<file path="src/rtl/vx_div_share_sched.sv">
// Round-robin scheduler sharing one fixed-latency iterative divider among NUM_REQS requesters.
// One operation is in flight at a time; the response is tagged with the owning requester index.
module vx_div_share_sched #(
  parameter int unsigned NUM_REQS = 4,
  parameter int unsigned DATAW    = 128,
  parameter int unsigned RESW     = 64,
  parameter int unsigned TAGW     = 16,
  parameter int unsigned LATENCY  = 33,
  localparam int unsigned IDXW    = (NUM_REQS > 1) ? $clog2(NUM_REQS) : 1
) (
  input  logic                     clk,
  input  logic                     reset,
  input  logic [NUM_REQS-1:0]      req_valid,
  input  logic [NUM_REQS*DATAW-1:0] req_data,
  input  logic [NUM_REQS*TAGW-1:0] req_tag,
  output logic [NUM_REQS-1:0]      req_ready,
  output logic                     div_strobe,
  output logic [DATAW-1:0]         div_data,
  input  logic [RESW-1:0]          div_result,
  output logic                     rsp_valid,
  output logic [IDXW-1:0]          rsp_idx,
  output logic [TAGW-1:0]          rsp_tag,
  output logic [RESW-1:0]          rsp_data,
  input  logic                     rsp_ready
);

  localparam int unsigned CNTW = $clog2(LATENCY);

  typedef enum logic [1:0] {
    ST_IDLE = 2'd0,
    ST_BUSY = 2'd1,
    ST_DONE = 2'd2
  } state_e;

  state_e              state;
  logic [IDXW-1:0]     rr_ptr;
  logic [CNTW-1:0]     cnt;

  logic [NUM_REQS-1:0] grant;
  logic [IDXW-1:0]     grant_idx;
  logic [IDXW-1:0]     scan_idx;
  logic                can_accept;
  logic                fire;

  // Round-robin search starting at rr_ptr; first valid requester wins.
  always_comb begin
    grant     = '0;
    grant_idx = '0;
    scan_idx  = '0;
    for (int unsigned i = 0; i < NUM_REQS; i++) begin
      scan_idx = IDXW'((32'(rr_ptr) + i) % NUM_REQS);
      if ((grant == '0) && req_valid[scan_idx]) begin
        grant[scan_idx] = 1'b1;
        grant_idx       = scan_idx;
      end
    end
  end

  // A new op may launch when idle, or in the same cycle the pending response is taken.
  assign can_accept = !reset && ((state == ST_IDLE) || ((state == ST_DONE) && rsp_ready));
  assign req_ready  = grant & {NUM_REQS{can_accept}};
  assign fire       = |(req_valid & req_ready);
  assign div_strobe = fire;
  assign div_data   = req_data[32'(grant_idx) * DATAW +: DATAW];

  // The divider holds its result until the next strobe, which cannot precede the handshake.
  assign rsp_data   = div_result;

  always_ff @(posedge clk) begin
    if (reset) begin
      state     <= ST_IDLE;
      rr_ptr    <= '0;
      cnt       <= '0;
      rsp_valid <= 1'b0;
      rsp_idx   <= '0;
      rsp_tag   <= '0;
    end else if (fire) begin
      state     <= ST_BUSY;
      cnt       <= CNTW'(LATENCY - 1);
      rr_ptr    <= IDXW'((32'(grant_idx) + 32'd1) % NUM_REQS);
      rsp_valid <= 1'b0;
      rsp_idx   <= grant_idx;
      rsp_tag   <= req_tag[32'(grant_idx) * TAGW +: TAGW];
    end else begin
      case (state)
        ST_BUSY: begin
          if (cnt == CNTW'(1)) begin
            state     <= ST_DONE;
            rsp_valid <= 1'b1;
          end else begin
            cnt <= cnt - CNTW'(1);
          end
        end
        ST_DONE: begin
          if (rsp_ready) begin
            state     <= ST_IDLE;
            rsp_valid <= 1'b0;
          end
        end
        ST_IDLE: begin
          rsp_valid <= 1'b0;
        end
        default: begin
          state     <= ST_IDLE;
          rsp_valid <= 1'b0;
        end
      endcase
    end
  end

  // Structural invariants of the scheduler.
  a_ready_onehot: assert property (@(posedge clk) disable iff (reset) $onehot0(req_ready));
  a_no_busy_fire: assert property (@(posedge clk) disable iff (reset) (state == ST_BUSY) |-> !fire);
  a_cnt_nonzero:  assert property (@(posedge clk) disable iff (reset) (state == ST_BUSY) |-> (cnt != '0));

endmodule

</file>
<file path="config.mk">
export PLATFORM = sky130hd
export DESIGN_NAME = vx_div_share_sched
export DESIGN_NICKNAME = d
export VERILOG_FILES = /design/src/rtl/vx_div_share_sched.sv
export SDC_FILE = /design/constraint.sdc
export NUM_CORES = 1
export LEC_CHECK = 0
export BUFFER_PORTS_ARGS = -buffer_cell sky130_fd_sc_hd__clkbuf_2
export CELL_PAD_IN_SITES_DETAIL_PLACEMENT = 0
export CELL_PAD_IN_SITES_GLOBAL_PLACEMENT = 1
export CORE_AREA = 2 2 338 340
export CTS_CLUSTER_SIZE = 28
export DETAILED_ROUTE_END_ITERATION = 8
export DIE_AREA = 0 0 340 342
export PLACE_DENSITY = 0.4
export SETUP_SLACK_MARGIN = 0.5
export SYNTH_ARGS = -nofsm -noshare
export SYNTH_HDL_FRONTEND = slang
export SYNTH_SLANG_ARGS = --single-unit
</file>
<file path="constraint.sdc">
create_clock -name clk -period 4.4 [get_ports clk]
set_clock_uncertainty 0.05 [all_clocks]
set_input_delay 0.66 -clock clk [delete_from_list [all_inputs] [get_ports clk]]
set_output_delay 0.66 -clock clk [all_outputs]
set_load 0.05 [all_outputs]
</file>
-- Yosys cells after proc, flatten, opt, wreduce, memory -nomap -nowiden
Cells that the tools add are included.
- $lt $le $gt $ge: 8
- muxes and demuxes: 34
- equal/unequal tests: 9
- add/subtract/negate cells: 5
- bitwise operators: 7
- shift operators: 2
- reduce and logical (&&, ||, !) cells: 23
- operator list (kind ; number):
    512-bit by 10-bit indexed part select with 128-bit output ; 1
    64-bit by 7-bit indexed part select with 16-bit output ; 1
    6-bit 2-to-1 mux ; 3
    4-bit 2-to-1 mux ; 4
    4-bit logical NOT ; 3
    2-bit by 3-bit less-than comparator with 1-bit output (second input constant) ; 4
    2-bit 2-to-1 mux ; 6
    4-bit bitwise OR ; 3
    1-bit 2-to-1 mux ; 11
    1-bit logical AND ; 9
    4-bit AND ; 2
    1-bit binary-select mux with 2-bit select ; 4
    1-bit demux with 2-bit select ; 4
    2-bit by 1-bit greater-or-equal comparator with 1-bit output (second input constant) ; 4
    2-bit inequality test (second input constant) ; 4
    6-bit by 1-bit equality test with 1-bit output (second input constant) ; 1
    3-bit inequality test (second input constant) ; 2
    2-bit one-hot mux with 3 select lines ; 1
    2-bit AND reduction ; 3
    3-bit AND reduction ; 2
    6-bit by 1-bit subtractor with 6-bit output (second input constant) ; 1
    5-bit OR reduction ; 1
    2-bit by 1-bit adder with 2-bit output (second input constant) ; 2
    2-bit adder (second input constant) ; 2
    9 further kinds ; 10
- bits in registers: 29
- logic and storage cells: 96
- input port bits: 647

-- Logic depth before layout (Yosys ltp)
- depth after elaboration: 19
- gate-level depth with buffers: 13

-- Worst setup path before layout
No wires, ideal clock.
- path kind: register -> output
- start point: register rr_ptr[0]
- end point: output div_data[0]
- stages on the path, launching flop included: 14
- required time: 3.690 ns
- setup slack: -0.312 ns
- arrival: 4.002 ns
- cell sequence: dfxtp_1 > buf_4 > inv_1 > ha_1 > or4_4 > a211oi_2 > o21ai_4 > o211ai_4 > nor2_1 > nor2_1 > buf_2 > buf_4 > buf_6 > mux2i_1
- word-level cells in the longest chain between the ends: 15
- elaborated cells on any way between the ends: 42
- those cells by class: 3 x add/sub; 6 x order compare; 1 x shift; 21 x mux; 2 x bitwise; 9 x reduce/logical
- RTL lines (item ; RTL line ; text):
    start, declared ; 36 ; logic [IDXW-1:0] rr_ptr;
    start signal, assigned ; 80 ; rr_ptr <= IDXW'((32'(grant_idx) + 32'd1) % NUM_REQS);
    parallel branches: the longest is 13 deep, another holds 2-bit by 3-bit less-than comparator with 1-bit output ; n/a ;
    2-bit 2-to-1 mux (*) ; 52 ; if ((grant == '0) && req_valid[scan_idx]) begin
    512-bit by 10-bit indexed part select with 128-bit output (*) ; 64 ; assign div_data = req_data[32'(grant_idx) * DATAW +: DATAW];
    end, declared ; 18 ; output logic [DATAW-1:0] div_data,
Mark *: on every way between the ends. The select of a mux whose other input is x is not followed.

-- Worst setup path after layout
- start point: register rr_ptr[1]
- end point: output div_data[42]
Same word-level chain as after synthesis.

==> results.toml <==
[run_status]
status = "completed"

[final_layout]
drive_gt1_share_pct = 75.3
nNetsFinal = 2210
final_cell_count_no_fill = 3070
mostFrequentLayoutCells = "clkbuf_2, mux2i_1, mux2i_4"
fillers = 12800
final_common_cell = "clkbuf_2"
area_delta_synth_final_pct = 155

[logic_synthesis]
synth_cell_type_count = 54
yosysSeqAreaShare_pct = 8.17
synth-edff-count = 0
netlist_area_mm2 = 0.00710
synthesis.nets = 1417
synth_area_leaders = "mux2i_1, buf_4, dfxtp_1"
synth_top_area_share_pct = 54.2
synth_top_cell_by_area = "mux2i_1"
synth_cells = 760
ys.warnings.count = 0
ys.flop_type = "dfxtp_1"
async_flop_share_pct = 0
ys_ff_latch = 29
synth_area_per_cell_um2 = 9.35

[worst_hold_path]
hold_start = "rsp_tag[5]$_SDFFE_PP0P_"
hp-class = "reg -> reg"

[floorplan]
die_w_um = 340
dieArea_mm2 = 0.116
initial_core_util_pct = 6.28
core_area_mm2 = 0.113
ios = 863
rows = 124
die_y_um = 342

[detailed_routing]
drtIter0Drc = 291
wl_met3_um = 7570
vias = 9457
top_layer = "met5"
viasPerCell = 3.08
drt.antenna.violating_nets = 0
dr.pass1.iters = 5
drc = 0
wl_met1_um = 26700
drt-total-wl_um = 66600
wl_per_cell_um = 21.7
wl_met2_um = 31200

[clock_tree]
insertion_delay_ps = 290
numCtsBuffers = 5
cts_max_level = 2
cts_root_buf = "clkbuf_16"
clkSlewWorstSetupHoldPaths_ps = 60
cts_hold_buf = 0
cts.sinks = 29
cts_buffer_depth = 2
cts_tree = "yes"

[critical_path]
worstPathArrival_ps = 3670
path_class = "reg -> out"
worstPathMaxFanout = 8
worst_setup_path_start_kind = "flop"
critical_path_required_ps = 3690
startpoint = "rr_ptr[1]$_SDFFE_PP0P_"
critPathCaptureType = "primary output"
r2r-start = "rr_ptr[1]$_SDFFE_PP0P_"

[placed_design]
port-buffer-count = 734
dp_cells = 2966
gp_congestion = 0.800
dp_hpwl_um = 56100

[global_routing]
grt_pass1_vias = 9591
antenna_found_initial = 40
grt_pass1_wl_um = 85200
grt_overflow = 0
grt_usage_pct = 10.7
grt_max_degree = 33

[sta]
timing_hold_violations_final = 0
tightest_slew_ps = 966
setup_violations = 0
rsz0062_at_grt = "yes"
period_share_pct = 99.5
slew_headroom_pct = 35.1
max_clock_freq_ghz = 0.228
fin_crit_ps = 4380
slew_violations = 0

[job]
drv_cap = 0
[critical path: stages (launching register included)]
cell and delay, ps:
dfxtp_4 360, buf_8 140, ha_4 150, or4_4 550
a211oi_4 290, o21ai_4 100, o211ai_4 230, o21ai_2 100
a2bb2oi_4 160, buf_12 200, buf_16 180, buf_16 150
buf_12 160, mux2i_4 290, mux2i_4 110, buf_12 160
[final cells by class]
| type | count | area [um2] | share of cell area, % |
|---|---|---|---|
| Multi-Input combinational cell | 596 | 7580 | 41.8 |
| Clock buffer | 6 | 129 | 0.711 |
| Timing Repair Buffer | 911 | 7860 | 43.3 |
| Clock inverter | 2 | 35.0 | 0.193 |
| Sequential cell | 29 | 588 | 3.24 |
| Antenna cell | 4 | 10.0 | 0.0552 |
| Tap cell | 1512 | 1890 | 10.4 |
| Inverter | 10 | 42.5 | 0.235 |
[per-stage QoR]
step	hold WS [ps]	cell area [um2]	utilization, %	setup WS, ps	setup TNS, ps
floorplan	452	7410	-	85.2	0
global placement	423	14100	12.5	-226	-517
detailed placement	426	14100	12.5	-157	-452
global route	465	18100	16.0	-89.7	-2940
finish	438	18100	16.0	22.1	0
CTS	439	16900	15.0	-42.2	-314
[layer usage]
| metal | track usage, % | vias to the layer above |
|---|---|---|
| met4 | 1.56 | 42 |
| met3 | 5.37 | 90 |
| met5 | 0 | - |
| met2 | 17.5 | 475 |
| li1 | - | 4440 |
| met1 | 12.7 | 4410 |
[flip-flops by register name (all words and copies together), names as in the netlist]
signal and count:
rsp_tag 16, cnt 6, rr_ptr 2, rsp_idx 2, state 2, rsp_valid 1
[kinds of logic (layout without fill, tap and decap cells)]
family	after synthesis	in the layout	share of synthesized area [%]
XOR/XNOR	6	6	0.740
other	0	4	0
AO/OA/AOI/OAI	90	90	11.2
AND/OR/NAND/NOR	85	85	6.50
multiplexers	405	405	57.9
adder cells (fa/ha/maj)	10	10	1.76
flip-flops	29	29	8.17
buffers and inverters	135	929	13.8
[path summary, 6_finish.rpt]
kind                                                end  slack (ps)  cells past startpoint
worst max register to register  rsp_tag[0]$_SDFFE_PP0P_         500                     18
worst min-delay path            rsp_tag[5]$_SDFFE_PP0P_         440                      1
worst min register to register  rsp_tag[5]$_SDFFE_PP0P_         440                      1
worst max-delay path                       div_data[42]          20                     15
[what timing repair did]
| item | 4_1_cts | 5_1_grt |
|---|---|---|
| gates resized for setup | 365 | 169 |
| pin swaps | 11 | 18 |
| cloned | 16 | 5 |
| setup buffers | 38 | 33 |
| setup endpoints to repair | 129 | 146 |
[cell usage after synthesis (all sizes together) (3+ instances only)]
cell	instances
nor3	12
nand2	18
a31oi	3
o211a	3
mux2	17
a221oi	16
inv	10
xor2	4
mux2i	385
a22oi	4
nand3b	16
dfxtp	29
o21ai	24
or3	4
mux4	3
a221o	17
buf	117
nor2	21
o211ai	5
clkbuf	8
ha	10
nand3	5
a21oi	6
Power is not shown: default switching activity piles up to over one toggle a cycle in this logic, so the estimate is an artifact.
